<file path="src/rtl/tone_pkg.sv">
// Shared encodings for the tone envelope generator, its note sequencer and bench.
package tone_pkg;
  localparam int LVL_W = 8;

  typedef logic [LVL_W-1:0] level_t;

  typedef enum logic [1:0] {
    ST_IDLE    = 2'd0,
    ST_ATTACK  = 2'd1,
    ST_SUSTAIN = 2'd2,
    ST_RELEASE = 2'd3
  } tone_state_t;
endpackage

</file>
<file path="src/rtl/tone_phase_ctr.sv">
// Square-wave phase generator: holds a clamped half-period and toggles phase
// every HP cycles while enabled; parks high with the counter cleared otherwise.
module tone_phase_ctr #(
  parameter int PER_W = 20
) (
  input  logic             clock,
  input  logic             resetn,
  input  logic             load,
  input  logic             en,
  input  logic [PER_W-1:0] half_period,
  output logic             phase
);
  logic [PER_W-1:0] hp_q, cnt_q;

  always_ff @(posedge clock or negedge resetn) begin
    if (!resetn) begin
      hp_q  <= PER_W'(2);
      cnt_q <= '0;
      phase <= 1'b1;
    end else if (load) begin
      // 0 and 1 would give a degenerate tone; run them at the fastest legal pitch
      hp_q  <= (half_period < PER_W'(2)) ? PER_W'(2) : half_period;
      cnt_q <= '0;
      phase <= 1'b1;
    end else if (!en) begin
      cnt_q <= '0;
      phase <= 1'b1;
    end else if (cnt_q == hp_q - PER_W'(1)) begin
      cnt_q <= '0;
      phase <= ~phase;
    end else begin
      cnt_q <= cnt_q + PER_W'(1);
    end
  end
endmodule

</file>
<file path="src/rtl/tone_envelope_gen.sv">
// Tone generator feeding pwm_speaker.sel: square wave at a programmable pitch
// with a linear attack/release envelope. Define TONE_RELEASE_EN to build the
// release ramp; without it, stop cuts the note to silence on the next edge.
module tone_envelope_gen
  import tone_pkg::*;
#(
  parameter int STEP_CYCLES = 2000,
  parameter int PER_W       = 20
) (
  input  logic             clock,
  input  logic             resetn,
  input  logic             start,
  input  logic             stop,
  input  logic [PER_W-1:0] half_period,
  input  logic [LVL_W-1:0] peak,
  output logic [LVL_W-1:0] sel,
  output logic             busy,
  output logic             done
);
  localparam int TMR_W = (STEP_CYCLES > 1) ? $clog2(STEP_CYCLES) : 1;
  localparam logic [TMR_W-1:0] TMR_LAST = TMR_W'(STEP_CYCLES - 1);

  tone_state_t      state_q, state_d;
  level_t           level_q, level_d, peak_q, peak_d;
  logic [TMR_W-1:0] tmr_q;
  logic             tick, restart, done_d, kill, phase;

  assign tick = (tmr_q == TMR_LAST);
  assign busy = (state_q != ST_IDLE);

  tone_phase_ctr #(.PER_W(PER_W)) u_phase (
    .clock       (clock),
    .resetn      (resetn),
    .load        (restart),
    .en          (busy),
    .half_period (half_period),
    .phase       (phase)
  );

  always_comb begin
    state_d = state_q;
    level_d = level_q;
    peak_d  = peak_q;
    restart = 1'b0;
    done_d  = 1'b0;
    kill    = 1'b0;
    case (state_q)
      ST_IDLE: begin
        if (start) begin
          state_d = ST_ATTACK;
          peak_d  = peak;
          restart = 1'b1;
        end
      end
      ST_ATTACK, ST_SUSTAIN: begin
        if (stop) begin
`ifdef TONE_RELEASE_EN
          state_d = ST_RELEASE;
`else
          state_d = ST_IDLE;
          level_d = '0;
          done_d  = 1'b1;
          kill    = 1'b1;
`endif
        end else if (start) begin
          // retrigger keeps the current level so the new note glides, no click
          state_d = ST_ATTACK;
          peak_d  = peak;
          restart = 1'b1;
        end else if (state_q == ST_ATTACK) begin
          if (level_q == peak_q)
            state_d = ST_SUSTAIN;
          else if (tick)
            level_d = (level_q < peak_q) ? level_q + LVL_W'(1) : level_q - LVL_W'(1);
        end
      end
`ifdef TONE_RELEASE_EN
      ST_RELEASE: begin
        if (start && !stop) begin
          state_d = ST_ATTACK;
          peak_d  = peak;
          restart = 1'b1;
        end else if (level_q == '0 || (tick && level_q == LVL_W'(1))) begin
          state_d = ST_IDLE;
          level_d = '0;
          done_d  = 1'b1;
        end else if (tick) begin
          level_d = level_q - LVL_W'(1);
        end
      end
`endif
      default: begin
        state_d = ST_IDLE;
        level_d = '0;
      end
    endcase
  end

  always_ff @(posedge clock or negedge resetn) begin
    if (!resetn) begin
      state_q <= ST_IDLE;
      level_q <= '0;
      peak_q  <= '0;
      tmr_q   <= '0;
      sel     <= '0;
      done    <= 1'b0;
    end else begin
      state_q <= state_d;
      level_q <= level_d;
      peak_q  <= peak_d;
      done    <= done_d;
      if (restart || !busy)
        tmr_q <= '0;
      else
        tmr_q <= tick ? '0 : tmr_q + TMR_W'(1);
      // a hard stop silences the output on the same edge it leaves the note
      sel <= (phase && !kill) ? level_q : '0;
    end
  end
endmodule

</file>
<file path="config.mk">
export PLATFORM = sky130hd
export DESIGN_NAME = tone_envelope_gen
export DESIGN_NICKNAME = d
export VERILOG_FILES = /design/src/rtl/tone_pkg.sv /design/src/rtl/tone_phase_ctr.sv /design/src/rtl/tone_envelope_gen.sv
export SDC_FILE = /design/constraint.sdc
export NUM_CORES = 1
export LEC_CHECK = 0
export ABC_AREA = 0
export CAP_MARGIN = 5
export CORE_MARGIN = 2
export CORE_UTILIZATION = 52
export DETAILED_ROUTE_END_ITERATION = 12
export PLACE_DENSITY_LB_ADDON = 0.3
export SLEW_MARGIN = 20
export SYNTH_ARGS = -nofsm -noshare
export SYNTH_HDL_FRONTEND = slang
export SYNTH_SLANG_ARGS = --single-unit
</file>
<file path="constraint.sdc">
create_clock -name clock -period 3.11 [get_ports clock]
set_input_delay 0.311 -clock clock [delete_from_list [all_inputs] [get_ports clock]]
set_output_delay 0.311 -clock clock [all_outputs]
set_load 0.01 [all_outputs]
</file>
==> run summary <==
WS Path Type: reg2reg
FMAX: 0.334 GHz
Post-synth EDFFs: 0
Most frequent cells in the layout: dfrtp_1 (77), clkdlybuf4s50_1 (40), nor2_1 (32)
Inserted Diodes: 0
Power Density: 662 nW/um2
Worst reg2reg startpoint: peak_q[1]
Die ar.: 9450 um2
Synth cell types: 47
Minimum clock period: 2990 ps
Fin. max-slew vios: 0
Via count: 3386
DP Area: 5080 um2
Core Box Area: 8550 um2
Final cell count without fillers: 614
Kind of start point of the critical path: register
Status: finished with violations
Peak VDD IR: 370 uV
# DRC: 0
Syn Std Cell Area: 4520 um2
Initial Utilization: 0.528
Post-Place Worst Slack: -85.1 ps
Gp weighted congestion: 0.834
Placed Instances: 596
Final instance area: 5370 um2
Detail Route Antenna Nets: 0
#FFs+latches synth: 79
RR Endpoint: level_q[7]
# hold bufs at CTS: 0
Yosys Warn Count: 0
Least-Margin Pin Slew: 717 ps
Worst Path Max Fanout: 3
Final hold vios: 22
Synthesized area per cell: 10.1 um2
First-pass DRT Iterations: 4
Leading cell type in the layout, fill and taps excluded: dfrtp_1
Row count: 34
Hpwl dp: 6900 um
Setup slack after layout: 119 ps
Overflow after GRT: 0
Async S/R FF share, synth: 1.00
GRT Overall Usage: 0.212
Drt wl/cell: 15.4 um
Hold Crit Class: in2async
Via density: 5.51
Clock latency at the later pin of the worst-skew pair: 350 ps
Die width: 97.2 um
First-pass GRT wire length: 16400 um
Clock sink total: 79
WP data required: 3380 ps
Vias in the first global route: 3463
Clk slew on worst S/H paths: 80 ps
Cts bufs inserted: 9
IO buf count: 41
P_leak: 2.30 nW
Final setup fails: 0
I/O pins: 42
Skew final: 8.57 ps
WHS: -36.0 ps
DRT iter0 DRCs: 190
Max-slew headroom: 0.522
Htree depth: 3
Seq/Total Area, Yosys: 0.438
Final net count: 555
Flop-to-flop setup slack: 120 ps
Ys flop type: dfrtp_1
TritonCTS clock tree: yes
Failing checks: negative hold slack
Largest net degree at the start of global routing: 80
Tcrit/Tclk final: 0.962
Type of destination of the critical path: register
Height of the die: 97.2 um
Reg2reg path depth: 15
Area Overhead vs Synth: 18.9%
Clock Root Buffer: clkbuf_8
CP Data Arrival Time: 3260 ps
Syn Nets: 503
Initial antenna violation count: 0
Cells after synthesis: 449
Max Cap Violations: 0
Final WL: 9440 um
Max Root-Sink Buffers: 2
Layout cells sized above 1: 0.156
-- metrics by stage --
stage / total power, mW / util / setup TNS [ps]
after floorplan: 2.37 / - / 0
after global placement: 2.70 / 0.594 / 0
after detailed placement: 2.76 / 0.594 / -85.1
after CTS: 3.56 / 0.619 / 0
after global routing: 3.80 / 0.628 / -58.0
final: 3.56 / 0.628 / 0
-- cell usage after synthesis, types with 13 or more instances --
cell	n	area, um2
xor2_1	27	236
inv_1	21	78.8
mux2_2	26	293
a21oi_1	13	65.1
dfrtp_1	77	1930
nor2_1	32	120
xnor2_1	26	228
nor3_1	29	145
ha_1	21	263
nand3_1	17	85.1
nand2_1	23	86.3
-- sequential cells by signal, summed over array words and instances (netlist names) --
signal / cells
done: 1
level_q: 8
peak_q: 8
sel: 8
state_q: 2
tmr_q: 11
u_phase.cnt_q: 20
u_phase.hp_q: 20
u_phase.phase: 1
-- worst max-delay path: stages, from the launching register on --
cell and delay (ps):
dfrtp_1 360, inv_1 50, ha_1 290, nor2b_1 130, o21a_1 180, o21ai_2 150
a21oi_2 80, nand2b_4 160, ha_1 280, a21o_1 190, a21oi_2 160, o21ai_2 80
o41ai_2 310, o21ai_1 140, a211o_1 270, o21ai_0 70
-- routing by layer --
metal	wire [um]	up-vias	track usage
met5	0	-	0
met4	92	0	0.0509
met3	388	6	0.0568
met2	4690	66	0.359
met1	4280	1643	0.273
li1	-	1671	-
-- cells by family (layout without fill, tap and decap cells) --
kind of cell | Yosys count | after routing | synth area share
buf+inv | 36 | 93 | 0.0352
xor+xnor | 53 | 53 | 0.103
mux | 32 | 32 | 0.0781
simple gates | 176 | 176 | 0.207
fa+ha+maj | 22 | 22 | 0.0626
flops | 79 | 79 | 0.438
compound gates | 51 | 51 | 0.0762
-- final cells by class --
cell class | count | area, um2
Clock buffer | 11 | 151
Inverter | 21 | 78.8
Sequential cell | 79 | 1980
Fill cell | 678 | 3180
Timing Repair Buffer | 56 | 524
Multi-Input combinational cell | 334 | 2450
Clock inverter | 5 | 56.3
Tap cell | 108 | 135
-- worst max path at each step --
stage	start	to	slack, ps	cells past startpoint
3_5_place_dp	level_q[1]	level_q[7]	-90	14
4_1_cts	level_q[1]	level_q[7]	40	14
6_report	peak_q[1]	level_q[7]	120	15
5_1_grt	level_q[0]	level_q[6]	-30	17
2_1_floorplan	level_q[1]	level_q[7]	50	14
3_3_place_gp	level_q[1]	level_q[7]	50	14
-- power by group --
group | total (mW) | internal [mW] | switching (mW)
Combinational | 1.25 | 0.605 | 0.644
Sequential | 1.51 | 1.24 | 0.269
Clock | 0.797 | 0.413 | 0.383
-- timing repair --
item,in CTS,in global routing
resized for setup,3,11
setup buffers,0,2
hold endpoints to repair,0,0
pin swaps,0,7
setup endpoints to repair,1,3
Note: power is estimated with default switching activity, not from simulation.
